[config.mk]
export PLATFORM = sky130hd
export DESIGN_NAME = map_write_arbiter_flat
export DESIGN_NICKNAME = d
export VERILOG_FILES = /design/src/rtl/map_write_arbiter_pkg.sv /design/src/rtl/map_write_arbiter_if.sv /design/src/rtl/map_write_arbiter_rr_arbiter.sv /design/src/rtl/map_write_arbiter.sv /design/src/flat_wrapper.sv
export SDC_FILE = /design/constraint.sdc
export NUM_CORES = 1
export LEC_CHECK = 0
export CAP_MARGIN = 10
export CORE_UTILIZATION = 42
export DETAILED_ROUTE_END_ITERATION = 6
export PLACE_DENSITY = 0.84
export SLEW_MARGIN = 20
export SYNTH_ARGS = -nofsm -noshare
export SYNTH_HDL_FRONTEND = slang
export SYNTH_SLANG_ARGS = --single-unit
[constraint.sdc]
create_clock -name clk25 -period 2.2 [get_ports clk25]
set_input_delay 0.44 -clock clk25 [delete_from_list [all_inputs] [get_ports clk25]]
set_output_delay 0.44 -clock clk25 [all_outputs]
set_load 0.02 [all_outputs]
[src/rtl/map_write_arbiter_pkg.sv]
// map_write_arbiter_pkg: tile-map geometry, blanking row and FSM encoding shared by the map write arbiter.
package map_write_arbiter_pkg;
    localparam int MAP_W      = 16;
    localparam int MAP_H      = 12;
    localparam int MAP_TILES  = MAP_W * MAP_H;
    localparam int ADDR_W     = 8;
    localparam int COORD_W    = 4;
    localparam int VBLANK_ROW = 480;
    typedef enum logic {S_IDLE, S_CLEAR} state_t;
endpackage

[src/rtl/map_write_arbiter_if.sv]
// map_write_arbiter_if: requester, clear-control and map RAM write-port signals of the map write arbiter.
interface map_write_arbiter_if #(
    parameter int NUM_REQ = 4,
    parameter int ADDR_W  = 8,
    parameter int DATA_W  = 1
);
    logic [NUM_REQ-1:0]        req;
    logic [NUM_REQ*4-1:0]      req_x;
    logic [NUM_REQ*4-1:0]      req_y;
    logic [NUM_REQ*DATA_W-1:0] req_data;
    logic [NUM_REQ-1:0]        ack;
    logic                      clear_start;
    logic [DATA_W-1:0]         clear_value;
    logic [9:0]                row;
    logic [ADDR_W-1:0]         map_addr;
    logic [DATA_W-1:0]         map_data;
    logic                      map_we;
    logic                      busy;
    logic                      clear_done;
    logic                      oob_err;
    modport master (
        output req, req_x, req_y, req_data, clear_start, clear_value, row,
        input  ack, map_addr, map_data, map_we, busy, clear_done, oob_err
    );
    modport slave (
        input  req, req_x, req_y, req_data, clear_start, clear_value, row,
        output ack, map_addr, map_data, map_we, busy, clear_done, oob_err
    );
endinterface

[src/rtl/map_write_arbiter_rr_arbiter.sv]
// map_write_arbiter_rr_arbiter: round-robin picker, first requester at or after the pointer wins.
module map_write_arbiter_rr_arbiter #(
    parameter int NUM_REQ = 4,
    localparam int IDX_W  = $clog2(NUM_REQ)
) (
    input  logic               i_clk,
    input  logic               i_rst,
    input  logic [NUM_REQ-1:0] i_req,
    input  logic               i_take,
    output logic               o_valid,
    output logic [IDX_W-1:0]   o_idx
);
    logic [IDX_W-1:0] r_ptr;
    function automatic logic [IDX_W-1:0] wrap(input logic [IDX_W-1:0] ptr, input int k);
        int j;
        j = int'(ptr) + k;
        return IDX_W'(j >= NUM_REQ ? j - NUM_REQ : j);
    endfunction
    // scan from farthest to nearest offset so the nearest hit is the one kept
    always_comb begin
        o_valid = 1'b0;
        o_idx   = r_ptr;
        for (int k = NUM_REQ - 1; k >= 0; k--) begin
            if (i_req[wrap(r_ptr, k)]) begin
                o_valid = 1'b1;
                o_idx   = wrap(r_ptr, k);
            end
        end
    end
    always_ff @(posedge i_clk or posedge i_rst) begin
        if (i_rst)
            r_ptr <= '0;
        else if (i_take)
            r_ptr <= (o_idx == IDX_W'(NUM_REQ - 1)) ? '0 : o_idx + 1'b1;
    end
endmodule

[src/rtl/map_write_arbiter.sv]
// map_write_arbiter: round-robin owner of the tile-map RAM write port with a built-in full-map clear.
// Define MAP_WRITE_VBLANK_ONLY_EN to restrict all writes to vertical blanking (row >= 480).
module map_write_arbiter #(
    parameter int NUM_REQ = 4,
    parameter int MAP_W   = map_write_arbiter_pkg::MAP_W,
    parameter int MAP_H   = map_write_arbiter_pkg::MAP_H,
    parameter int ADDR_W  = map_write_arbiter_pkg::ADDR_W,
    parameter int DATA_W  = 1
) (
    input logic                 clk25,
    input logic                 reset,
    map_write_arbiter_if.slave  bus
);
    import map_write_arbiter_pkg::*;
    localparam int IDX_W = $clog2(NUM_REQ);
    localparam int CNT_W = ADDR_W + 1;
    localparam int TILES = MAP_W * MAP_H;
    state_t              r_state, w_next;
    logic [CNT_W-1:0]    r_cnt;
    logic [DATA_W-1:0]   r_fill;
    logic                r_we, r_busy, r_done, r_oob;
    logic [ADDR_W-1:0]   r_addr;
    logic [DATA_W-1:0]   r_data;
    logic [NUM_REQ-1:0]  r_ack;
    logic                w_win, w_valid, w_take, w_oob, w_clear_go, w_fill_wr, w_fill_end;
    logic [IDX_W-1:0]    w_idx;
    logic [COORD_W-1:0]  w_x, w_y;
    logic [ADDR_W-1:0]   w_req_addr;
    logic                w_we, w_busy, w_done, w_oob_err;
    logic [ADDR_W-1:0]   w_addr;
    logic [DATA_W-1:0]   w_data;
    logic [NUM_REQ-1:0]  w_ack;
`ifdef MAP_WRITE_VBLANK_ONLY_EN
    assign w_win = int'(bus.row) >= VBLANK_ROW;
`else
    assign w_win = 1'b1;
`endif
    map_write_arbiter_rr_arbiter #(.NUM_REQ(NUM_REQ)) u_rr (
        .i_clk   (clk25),
        .i_rst   (reset),
        .i_req   (bus.req),
        .i_take  (w_take),
        .o_valid (w_valid),
        .o_idx   (w_idx)
    );
    // clear_start outranks any pending request in the same cycle
    assign w_clear_go = (r_state == S_IDLE) && bus.clear_start;
    assign w_take     = (r_state == S_IDLE) && !bus.clear_start && w_win && w_valid;
    assign w_fill_end = (r_state == S_CLEAR) && (r_cnt == CNT_W'(TILES));
    assign w_fill_wr  = (r_state == S_CLEAR) && !w_fill_end && w_win;
    assign w_x        = bus.req_x[w_idx*COORD_W +: COORD_W];
    assign w_y        = bus.req_y[w_idx*COORD_W +: COORD_W];
    assign w_oob      = (int'(w_x) >= MAP_W) || (int'(w_y) >= MAP_H);
    assign w_req_addr = ADDR_W'(w_y) * ADDR_W'(MAP_W) + ADDR_W'(w_x);
    always_ff @(posedge clk25 or posedge reset) begin
        if (reset)
            r_state <= S_IDLE;
        else
            r_state <= w_next;
    end
    always_comb begin
        w_next = w_clear_go ? S_CLEAR : w_fill_end ? S_IDLE : r_state;
    end
    always_comb begin
        w_we         = w_fill_wr || (w_take && !w_oob);
        w_addr       = w_fill_wr ? r_cnt[ADDR_W-1:0] : w_we ? w_req_addr : '0;
        w_data       = w_fill_wr ? r_fill : w_we ? bus.req_data[w_idx*DATA_W +: DATA_W] : '0;
        w_ack        = '0;
        w_ack[w_idx] = w_take;
        w_oob_err    = w_take && w_oob;
        w_done       = w_fill_end;
        w_busy       = (w_next == S_CLEAR);
    end
    always_ff @(posedge clk25 or posedge reset) begin
        if (reset) begin
            r_cnt  <= '0;
            r_fill <= '0;
            r_we   <= 1'b0;
            r_addr <= '0;
            r_data <= '0;
            r_ack  <= '0;
            r_oob  <= 1'b0;
            r_done <= 1'b0;
            r_busy <= 1'b0;
        end else begin
            r_cnt  <= w_clear_go ? '0 : w_fill_wr ? r_cnt + 1'b1 : r_cnt;
            r_fill <= w_clear_go ? bus.clear_value : r_fill;
            r_we   <= w_we;
            r_addr <= w_addr;
            r_data <= w_data;
            r_ack  <= w_ack;
            r_oob  <= w_oob_err;
            r_done <= w_done;
            r_busy <= w_busy;
        end
    end
    assign bus.map_we     = r_we;
    assign bus.map_addr   = r_addr;
    assign bus.map_data   = r_data;
    assign bus.ack        = r_ack;
    assign bus.oob_err    = r_oob;
    assign bus.clear_done = r_done;
    assign bus.busy       = r_busy;
endmodule

[src/flat_wrapper.sv]
// flat-port wrapper written by rule: the top's interface ports become plain ports
module map_write_arbiter_flat import map_write_arbiter_pkg::*;
#(
    parameter int NUM_REQ = 4,
    parameter int MAP_W   = map_write_arbiter_pkg::MAP_W,
    parameter int MAP_H   = map_write_arbiter_pkg::MAP_H,
    parameter int ADDR_W  = map_write_arbiter_pkg::ADDR_W,
    parameter int DATA_W  = 1
)
  (clk25, reset, bus_req, bus_req_x, bus_req_y, bus_req_data, bus_clear_start, bus_clear_value, bus_row, bus_ack, bus_map_addr, bus_map_data, bus_map_we, bus_busy, bus_clear_done, bus_oob_err);
  map_write_arbiter_if #(.NUM_REQ(NUM_REQ), .ADDR_W(ADDR_W), .DATA_W(DATA_W)) bus_i ();
  input logic clk25;
  input logic reset;
  input wire logic [$bits(bus_i.req)-1:0] bus_req;
  input wire logic [$bits(bus_i.req_x)-1:0] bus_req_x;
  input wire logic [$bits(bus_i.req_y)-1:0] bus_req_y;
  input wire logic [$bits(bus_i.req_data)-1:0] bus_req_data;
  input wire logic [$bits(bus_i.clear_start)-1:0] bus_clear_start;
  input wire logic [$bits(bus_i.clear_value)-1:0] bus_clear_value;
  input wire logic [$bits(bus_i.row)-1:0] bus_row;
  output wire logic [$bits(bus_i.ack)-1:0] bus_ack;
  output wire logic [$bits(bus_i.map_addr)-1:0] bus_map_addr;
  output wire logic [$bits(bus_i.map_data)-1:0] bus_map_data;
  output wire logic [$bits(bus_i.map_we)-1:0] bus_map_we;
  output wire logic [$bits(bus_i.busy)-1:0] bus_busy;
  output wire logic [$bits(bus_i.clear_done)-1:0] bus_clear_done;
  output wire logic [$bits(bus_i.oob_err)-1:0] bus_oob_err;
  assign bus_i.req = bus_req;
  assign bus_i.req_x = bus_req_x;
  assign bus_i.req_y = bus_req_y;
  assign bus_i.req_data = bus_req_data;
  assign bus_i.clear_start = bus_clear_start;
  assign bus_i.clear_value = bus_clear_value;
  assign bus_i.row = bus_row;
  assign bus_ack = bus_i.ack;
  assign bus_map_addr = bus_i.map_addr;
  assign bus_map_data = bus_i.map_data;
  assign bus_map_we = bus_i.map_we;
  assign bus_busy = bus_i.busy;
  assign bus_clear_done = bus_i.clear_done;
  assign bus_oob_err = bus_i.oob_err;
  map_write_arbiter #(.NUM_REQ(NUM_REQ), .MAP_W(MAP_W), .MAP_H(MAP_H), .ADDR_W(ADDR_W), .DATA_W(DATA_W)) u_core (.clk25(clk25), .reset(reset), .bus(bus_i));
endmodule
==> metrics.log, run 1 <==
[metrics] Hold WC Path Type: flop to flop
[metrics] number of flops mapped to enable cells by yosys: 0
[metrics] Std-Cell Core Area: ~3700 sq um
[metrics] switching power total: 1110 uW
[metrics] Vias/cell: roughly 5.2
[metrics] largest cells by area after synthesis: sky130_fd_sc_hd__dfrtp_1 45%, sky130_fd_sc_hd__nand2_1 12%, sky130_fd_sc_hd__a21oi_1 5.9%
[metrics] Worst setup SP type: flop
[metrics] internal power: 1570 uW
[metrics] number of max-cap violations: 0
[metrics] last weighted congestion value of the routability-driven placer: 0.812
[metrics] post-synthesis cell type count: 35
[metrics] share of the cycle needed by the critical path after routing: 0.979
[metrics] peak supply drop: 614 uV
[metrics] horizontal die dimension: 63.7 microns
[metrics] commonest non-fill, non-tap cells in the layout: 56 x sky130_fd_sc_hd__clkdlybuf4s50_1, 51 x sky130_fd_sc_hd__nand2_1, 29 x sky130_fd_sc_hd__dfrtp_1
[metrics] sum of routed wire length over all layers: 4.33 mm
[metrics] first-pass GRT wire length: between 7 and 8 mm
[metrics] crit path kind: flop to flop
[metrics] CP cell instances: nor3b_2 > a2111oi_4 > nor2_2 > buf_4 > a21oi_1 > a32o_2 > o21ai_4 > buf_12 > o31ai_4
[metrics] die height: between 60 and 70 microns
[metrics] post-CTS clock slew at the launch and capture registers of the worst setup and hold paths: 0.06 ns
[metrics] Filler Cells Inserted: 274
[metrics] most common cell after layout, fill and taps aside: sky130_fd_sc_hd__clkdlybuf4s50_1
[metrics] deepest clock path buffer count: 2
[metrics] number of antenna violations at the first check in global routing: 0
[metrics] Site Rows: 22
[metrics] result of the run: finished clean
[metrics] clock tree sinks: 29
[metrics] number of buffers and inverters on the critical path: 2
[metrics] final net count: 326
[metrics] fraction of power consumed by sequential logic: 0.322
[metrics] kind of end point of the critical path: flop
[metrics] proportion of register bits with asynchronous set or reset after synthesis: 1.00
[metrics] syn avg cell area: 8.60 sq um
[metrics] net switching share of the total power: 0.415
[metrics] CP max stage cell: sky130_fd_sc_hd__dfrtp_1
[metrics] DRC marker count from the first detailed-route iteration: 150
[metrics] global router's overall resource usage: 0.234
[metrics] clock tree from TritonCTS: built
[metrics] number of instances in the synthesized netlist: between 150 and 200
[metrics] delay-heaviest family, CP: compound AO/OA/AOI/OAI gates
[metrics] top-level I/O count: 71
[metrics] slew margin rel.: 0.576
[metrics] PwrDens: 1050 nW/um^2
[metrics] Post-Place Worst Slack: -0.414 ns
[metrics] delay contributed by the slowest stage of the critical path: 0.41 ns
[metrics] worst path setup slack after routing: 0.0463 ns
[metrics] die outline area: 4060 sq um
[metrics] First-pass DRT Iterations: 4
[metrics] Worst EP required: 2.38 ns
[metrics] port buffer count: 60
[metrics] flip-flop and latch count after synthesis: 29
[metrics] # diodes: 0
[metrics] arrival time reported for the critical path endpoint: 2.33 ns
[metrics] number of H-tree branching levels: 2
[metrics] insertion delay to the later sink of the worst-skew pair: 0.28 ns
[metrics] DRC Markers: 0
[metrics] detail-routed net length per standard cell: 13.8 microns
[metrics] maximum number of pins on one net before global-route repair: 30
[metrics] post-layout power: 2680 uW
[metrics] clock power share: 0.147
[metrics] clock period minus final worst setup slack: 2.15 ns
[metrics] synthesis warning total: 0
[metrics] worst-path maximum fanout: 8
[metrics] effective utilization at floorplan: 0.437
[metrics] Mapped Nets: 246
[metrics] final worst clock skew: 0.00504 ns
[metrics] total standard cell area after synthesis: 1600 sq um
[metrics] Vias: 1641
[metrics] Max Fclk: approximately 460 MHz
[metrics] cell type with the largest total area after synthesis: sky130_fd_sc_hd__dfrtp_1
[metrics] Leak Pwr: between 0.001 and 0.0015 uW
[metrics] via count of the first global-routing pass: 1757
[metrics] share of post-route cells with drive strength above 1: 0.166
[metrics] HPWL reported at the end of detailed placement: 3.01 mm
[metrics] number of nets with antenna violations after routing: 0
[metrics] final count of pins violating max slew: 0
[metrics] cell chosen for the clock root: sky130_fd_sc_hd__clkbuf_8
[metrics] dominant register cell in the synthesized netlist: sky130_fd_sc_hd__dfrtp_1
[metrics] area fraction of the dominant cell type after synthesis: 0.454
[metrics] worst-margin pin slew: 0.634 ns
[metrics] total gr overflow: 0
[metrics] P&R area growth vs syn: 59.5%
[metrics] clock buffers created by TritonCTS: 5
[metrics] Final Hold Fails: 0
[metrics] proportion of synthesized chip area in sequential cells: 0.454
[metrics] final number of setup-violating endpoints: 0
[metrics] share of total power in combinational logic: 0.531
-- routing by layer --
layer  track usage  part of all wire
met1         0.251              0.41
met2         0.410              0.51
met3        0.0761             0.064
met4         0.111             0.022
met5             0                 0
-- cells by family after synthesis --
family          Yosys count  share of synthesized area
mux                       1                    0.00704
fa+ha+maj                 6                     0.0469
flops                    29                      0.454
xor+xnor                  5                     0.0274
simple gates             84                      0.235
buf+inv                  16                     0.0454
compound gates           45                      0.185
-- Yosys cell counts, drive strengths merged (2+ instances only) --
library cell and number:
a21oi 19, inv 7, nor2b 3, nand4 3, nor3b 2, a32o 3
clkinv 2, xor2 5, nand3 3, nand2 51, dfrtp 29, ha 6
nor4 2, clkbuf 2, o31ai 8, and2 5, buf 5, nor2 10
o21ai 9
-- power groups by stage --
| stage | combinational [uW] | sequential (uW) | clock (uW) |
|---|---|---|---|
| after global placement | 1210 | 861 | 0 |
| after floorplan | 669 | 931 | 0 |
| after CTS | 1320 | 861 | 400 |
| final | 1420 | 864 | 393 |
| after global routing | 1560 | 883 | 431 |
| after detailed placement | 1250 | 869 | 0 |
-- flip-flops by register name (all words and copies together) (netlist names) --
| register | count |
|---|---|
| u_core.u_rr.r_ptr | 2 |
| u_core.bus.oob_err | 1 |
| u_core.r_fill | 1 |
| u_core.bus.map_we | 1 |
| u_core.r_cnt | 9 |
| u_core.bus.map_data | 1 |
| u_core.r_state | 1 |
| u_core.bus.map_addr | 8 |
| u_core.bus.ack | 4 |
| u_core.bus.clear_done | 1 |
-- layout make-up --
class / instances / area, sq um / area share
clock buffer: 5 / 68.8 / 0.0270
clock inverter: 1 / 5.00 / 0.00196
inverter: 9 / 36.3 / 0.0142
multi-input combinational: 141 / 878 / 0.344
sequential: 29 / 726 / 0.284
tap: 48 / 60.1 / 0.0235
timing repair buffer: 80 / 777 / 0.305
-- per-stage QoR --
| step | area [sq um] | cells | hold WS, ns | setup TNS [ns] | utilization |
|---|---|---|---|---|---|
| floorplan | 1600 | 186 | 0.445 | 0 | - |
| global placement | 2340 | 303 | 0.495 | -3.31 | 0.639 |
| detailed placement | 2340 | 303 | 0.518 | -4.16 | 0.639 |
| CTS | 2470 | 311 | 0.531 | 0 | 0.674 |
| global route | 2550 | 313 | 0.547 | -0.0576 | 0.697 |
| finish | 2550 | 313 | 0.534 | 0 | 0.697 |
-- final timing paths --
kind / start / slack [ns] / cells past startpoint / end
worst min register to register: u_core.r_fill / 0.53 / 1 / u_core.r_fill
worst max register to register: u_core.u_rr.r_ptr[1] / 0.05 / 9 / u_core.bus.map_addr[1]
worst min-delay path: u_core.r_fill / 0.53 / 1 / u_core.r_fill
worst max-delay path: u_core.u_rr.r_ptr[1] / 0.05 / 9 / u_core.bus.map_addr[1]
min in group asynchronous: reset / 0.54 / 3 / u_core.bus.ack[0]
max in group asynchronous: reset / 1.40 / 3 / u_core.bus.map_addr[1]
-- timing repair --
action                     in CTS  in global routing
gates resized for setup         8                 13
hold buffers                    0                  0
setup buffers                   2                  2
setup endpoints to repair      10                 11
pin swaps                       5                  4
No activity file was read; power rests on OpenSTA's default activity.
==> run 2, diff against run 1 <==
Settings changed: SETUP_SLACK_MARGIN set to 0.5, SLEW_MARGIN 20 to not set.
==> metrics.log, run 2 (same netlist as run 1, synthesis figures left out) <==
[metrics] result of the run: finished clean
[metrics] First-pass DRT Iterations: 5 (+1)
[metrics] CP max stage cell: sky130_fd_sc_hd__dfrtp_2
[metrics] Vias: 1852 (+13%)
[metrics] number of H-tree branching levels: 2 (unchanged)
[metrics] register-to-register setup slack: 0.19 ns (+0.14 ns)
[metrics] number of antenna violations at the first check in global routing: 0 (unchanged)
[metrics] Min-Delay Startpoint: u_core.r_fill
[metrics] Max Fclk: 497 MHz (+7.0%)
[metrics] number of buffers and inverters on the critical path: 1 (-1)
[metrics] unrepaired setup endpoints after global routing: true
[metrics] deepest clock path buffer count: 2 (unchanged)
[metrics] Worst EP required: 2.34 ns (-0.04 ns)
[metrics] DRC Markers: 0 (unchanged)
[metrics] final count of pins violating max slew: 0 (unchanged)
[metrics] clock tree from TritonCTS: built
[metrics] last weighted congestion value of the routability-driven placer: 0.820 (+1.0%)
[metrics] share of the cycle needed by the critical path after routing: 0.915 (-0.0642)
[metrics] clock period minus final worst setup slack: 2.01 ns (-0.141 ns)
[metrics] horizontal die dimension: 63.7 microns (unchanged)
[metrics] die height: 63.7 microns (unchanged)
[metrics] port buffer count: 60 (unchanged)
[metrics] maximum number of pins on one net before global-route repair: 30 (unchanged)
[metrics] delay contributed by the slowest stage of the critical path: 0.42 ns (about the same)
[metrics] register with the most flip-flops: u_core.r_cnt
[metrics] Hold WC Path Type: flop to flop
[metrics] flip-flop count of the largest register after layout: 9 (unchanged)
[metrics] arrival time reported for the critical path endpoint: 2.15 ns (-0.18 ns)
[metrics] slew margin rel.: 0.757 (+0.181)
[metrics] hold path cells: 2 (+1)
[metrics] detail-routed net length per standard cell: 17.9 microns (+29%)
[metrics] sum of routed wire length over all layers: 5.81 mm (+34%)
[metrics] post-CTS clock slew at the launch and capture registers of the worst setup and hold paths: 0.06 ns (about the same)
[metrics] worst-margin pin slew: 0.364 ns (-0.270 ns)
[metrics] first-pass GRT wire length: 7.99 mm (+10%)
[metrics] clock tree sinks: 29 (unchanged)
[metrics] hold buffer count at CTS: 0 (unchanged)
[metrics] Hold EP: u_core.bus.map_data
[metrics] HPWL reported at the end of detailed placement: 3.21 mm (+6.3%)
[metrics] kind of end point of the critical path: flop
[metrics] # diodes: 0 (unchanged)
[metrics] clock buffers created by TritonCTS: 5 (unchanged)
[metrics] final number of setup-violating endpoints: 0 (unchanged)
[metrics] number of cells on the worst reg-to-reg path: 8 (-1)
[metrics] Final Core Density: 0.779 (+0.0820)
[metrics] crit path kind: flop to flop
[metrics] Filler Cells Inserted: 215 (-22%)
[metrics] P&R area growth vs syn: 78.3%
[metrics] via count of the first global-routing pass: 1697 (-3.4%)
[metrics] PwrDens: 1110 nW/um^2 (+5.7%)
[metrics] Final Hold Fails: 0 (unchanged)
[metrics] placement-stage cell area: 2400 sq um (+2.4%)
[metrics] most common cell after layout, fill and taps aside: sky130_fd_sc_hd__clkdlybuf4s50_1
[metrics] peak supply drop: 557 uV (-9.3%)
[metrics] final worst clock skew: 0.00421 ns (-0.000836 ns)
[metrics] insertion delay to the later sink of the worst-skew pair: 0.27 ns (about the same)
[metrics] DRC marker count from the first detailed-route iteration: 219 (+46%)
[metrics] Leak Pwr: 0.00125 uW (+6.9%)
[metrics] delay-heaviest family, CP: compound AO/OA/AOI/OAI gates
[metrics] CP cell instances: nor3b_4 > a2111oi_4 > nor2_2 > buf_6 > nand2_2 > a32o_2 > o21ai_4 > o31ai_1
[metrics] global router's overall resource usage: 0.259 (+0.0256)
[metrics] capturing point of the worst reg2reg path: u_core.bus.map_addr[2]
[metrics] number of nets with antenna violations after routing: 0 (unchanged)
[metrics] Worst setup SP type: flop
[metrics] worst-path maximum fanout: 8 (unchanged)
[metrics] Vias/cell: 5.70 (+8.7%)
[metrics] number of max-cap violations: 0 (unchanged)
[metrics] commonest non-fill, non-tap cells in the layout: 55 x sky130_fd_sc_hd__clkdlybuf4s50_1, 48 x sky130_fd_sc_hd__nand2_1, 25 x sky130_fd_sc_hd__dfrtp_1
[metrics] top-level I/O count: 71 (unchanged)
[metrics] die outline area: 4060 sq um (unchanged)
[metrics] launch instance of the worst register-to-register path: u_core.u_rr.r_ptr[1]
[metrics] Std-Cell Core Area: 3660 sq um (unchanged)
[metrics] Site Rows: 22 (unchanged)
[metrics] share of post-route cells with drive strength above 1: 0.303 (+0.137)
[metrics] effective utilization at floorplan: 0.437 (unchanged)
[metrics] cell chosen for the clock root: sky130_fd_sc_hd__clkbuf_8
[metrics] final net count: 337 (+3.4%)
[metrics] post-route standard cell area excluding fillers: 2850 sq um (+12%)
[metrics] total gr overflow: 0 (unchanged)
## run 2: cell types whose count changed in the layout (fill, tap and decap cells not counted), moves of 4 or more
cell                             before  now
sky130_fd_sc_hd__dfrtp_2              0    4
sky130_fd_sc_hd__buf_6                1    9
sky130_fd_sc_hd__dfrtp_1             29   25
sky130_fd_sc_hd__dlymetal6s2s_1       4    0
## run 2: worst reg2reg max path: cells and delay by family (launching register included)
family / cells / cell delay, ns
buffers and inverters: 1 / 0.15
DFF: 1 / 0.42
AOI/OAI and AO/OA: 4 / 0.82
and+or+nand+nor: 3 / 0.48
## run 2: worst max path at each step
stage,to,slack [ns],startpoint,cells past startpoint
global placement,u_core.bus.oob_err,-0.35,bus_req[1],9
finish,u_core.bus.map_addr[2],0.19,u_core.u_rr.r_ptr[1],8
CTS,u_core.bus.map_we,0.29,u_core.u_rr.r_ptr[1],8
floorplan,u_core.bus.map_we,0.42,bus_req[0],8
global route,u_core.bus.map_addr[2],0.12,u_core.u_rr.r_ptr[1],8
detailed placement,u_core.bus.oob_err,-0.45,bus_req[1],9
## run 2: report_power, final
part	internal, uW	switching, uW
combinational	865	966
sequential	710	194
clock	247	185
## run 2: final cells by class
cell class,instances,area [sq um],area share
multi-input combinational,141,1020,0.359
timing repair buffer,91,907,0.318
sequential,29,731,0.256
clock buffer,7,86.3,0.0303
tap,48,60.1,0.0211
inverter,9,42.5,0.0149
## run 2: through the flow
stage / setup WS, ns / TNS (ns) / hold WS (ns) / cells / power [uW]
floorplan: 0.421 / 0 / 0.445 / 186 / 1640
global placement: -0.353 / -2.84 / 0.469 / 304 / 2140
detailed placement: -0.450 / -4.02 / 0.491 / 304 / 2180
CTS: 0.288 / 0 / 0.491 / 322 / 2790
global route: 0.125 / 0 / 0.514 / 325 / 3340
finish: 0.188 / 0 / 0.490 / 325 / 3170
## run 2: metal layers
metal / global-route usage / wire length [microns] / vias to the layer above
met4: 0.122 / 191 / 0
met3: 0.0652 / 539 / 22
li1: - / - / 815
met5: 0 / 0 / -
met2: 0.428 / 2900 / 128
met1: 0.313 / 2180 / 887
## run 2: what timing repair did
action / CTS / global route
gates cloned: 0 / 1
resized for setup: 39 / 34
pin swaps: 14 / 13
endpoints found under the setup margin: 22 / 22
setup buffers: 11 / 2
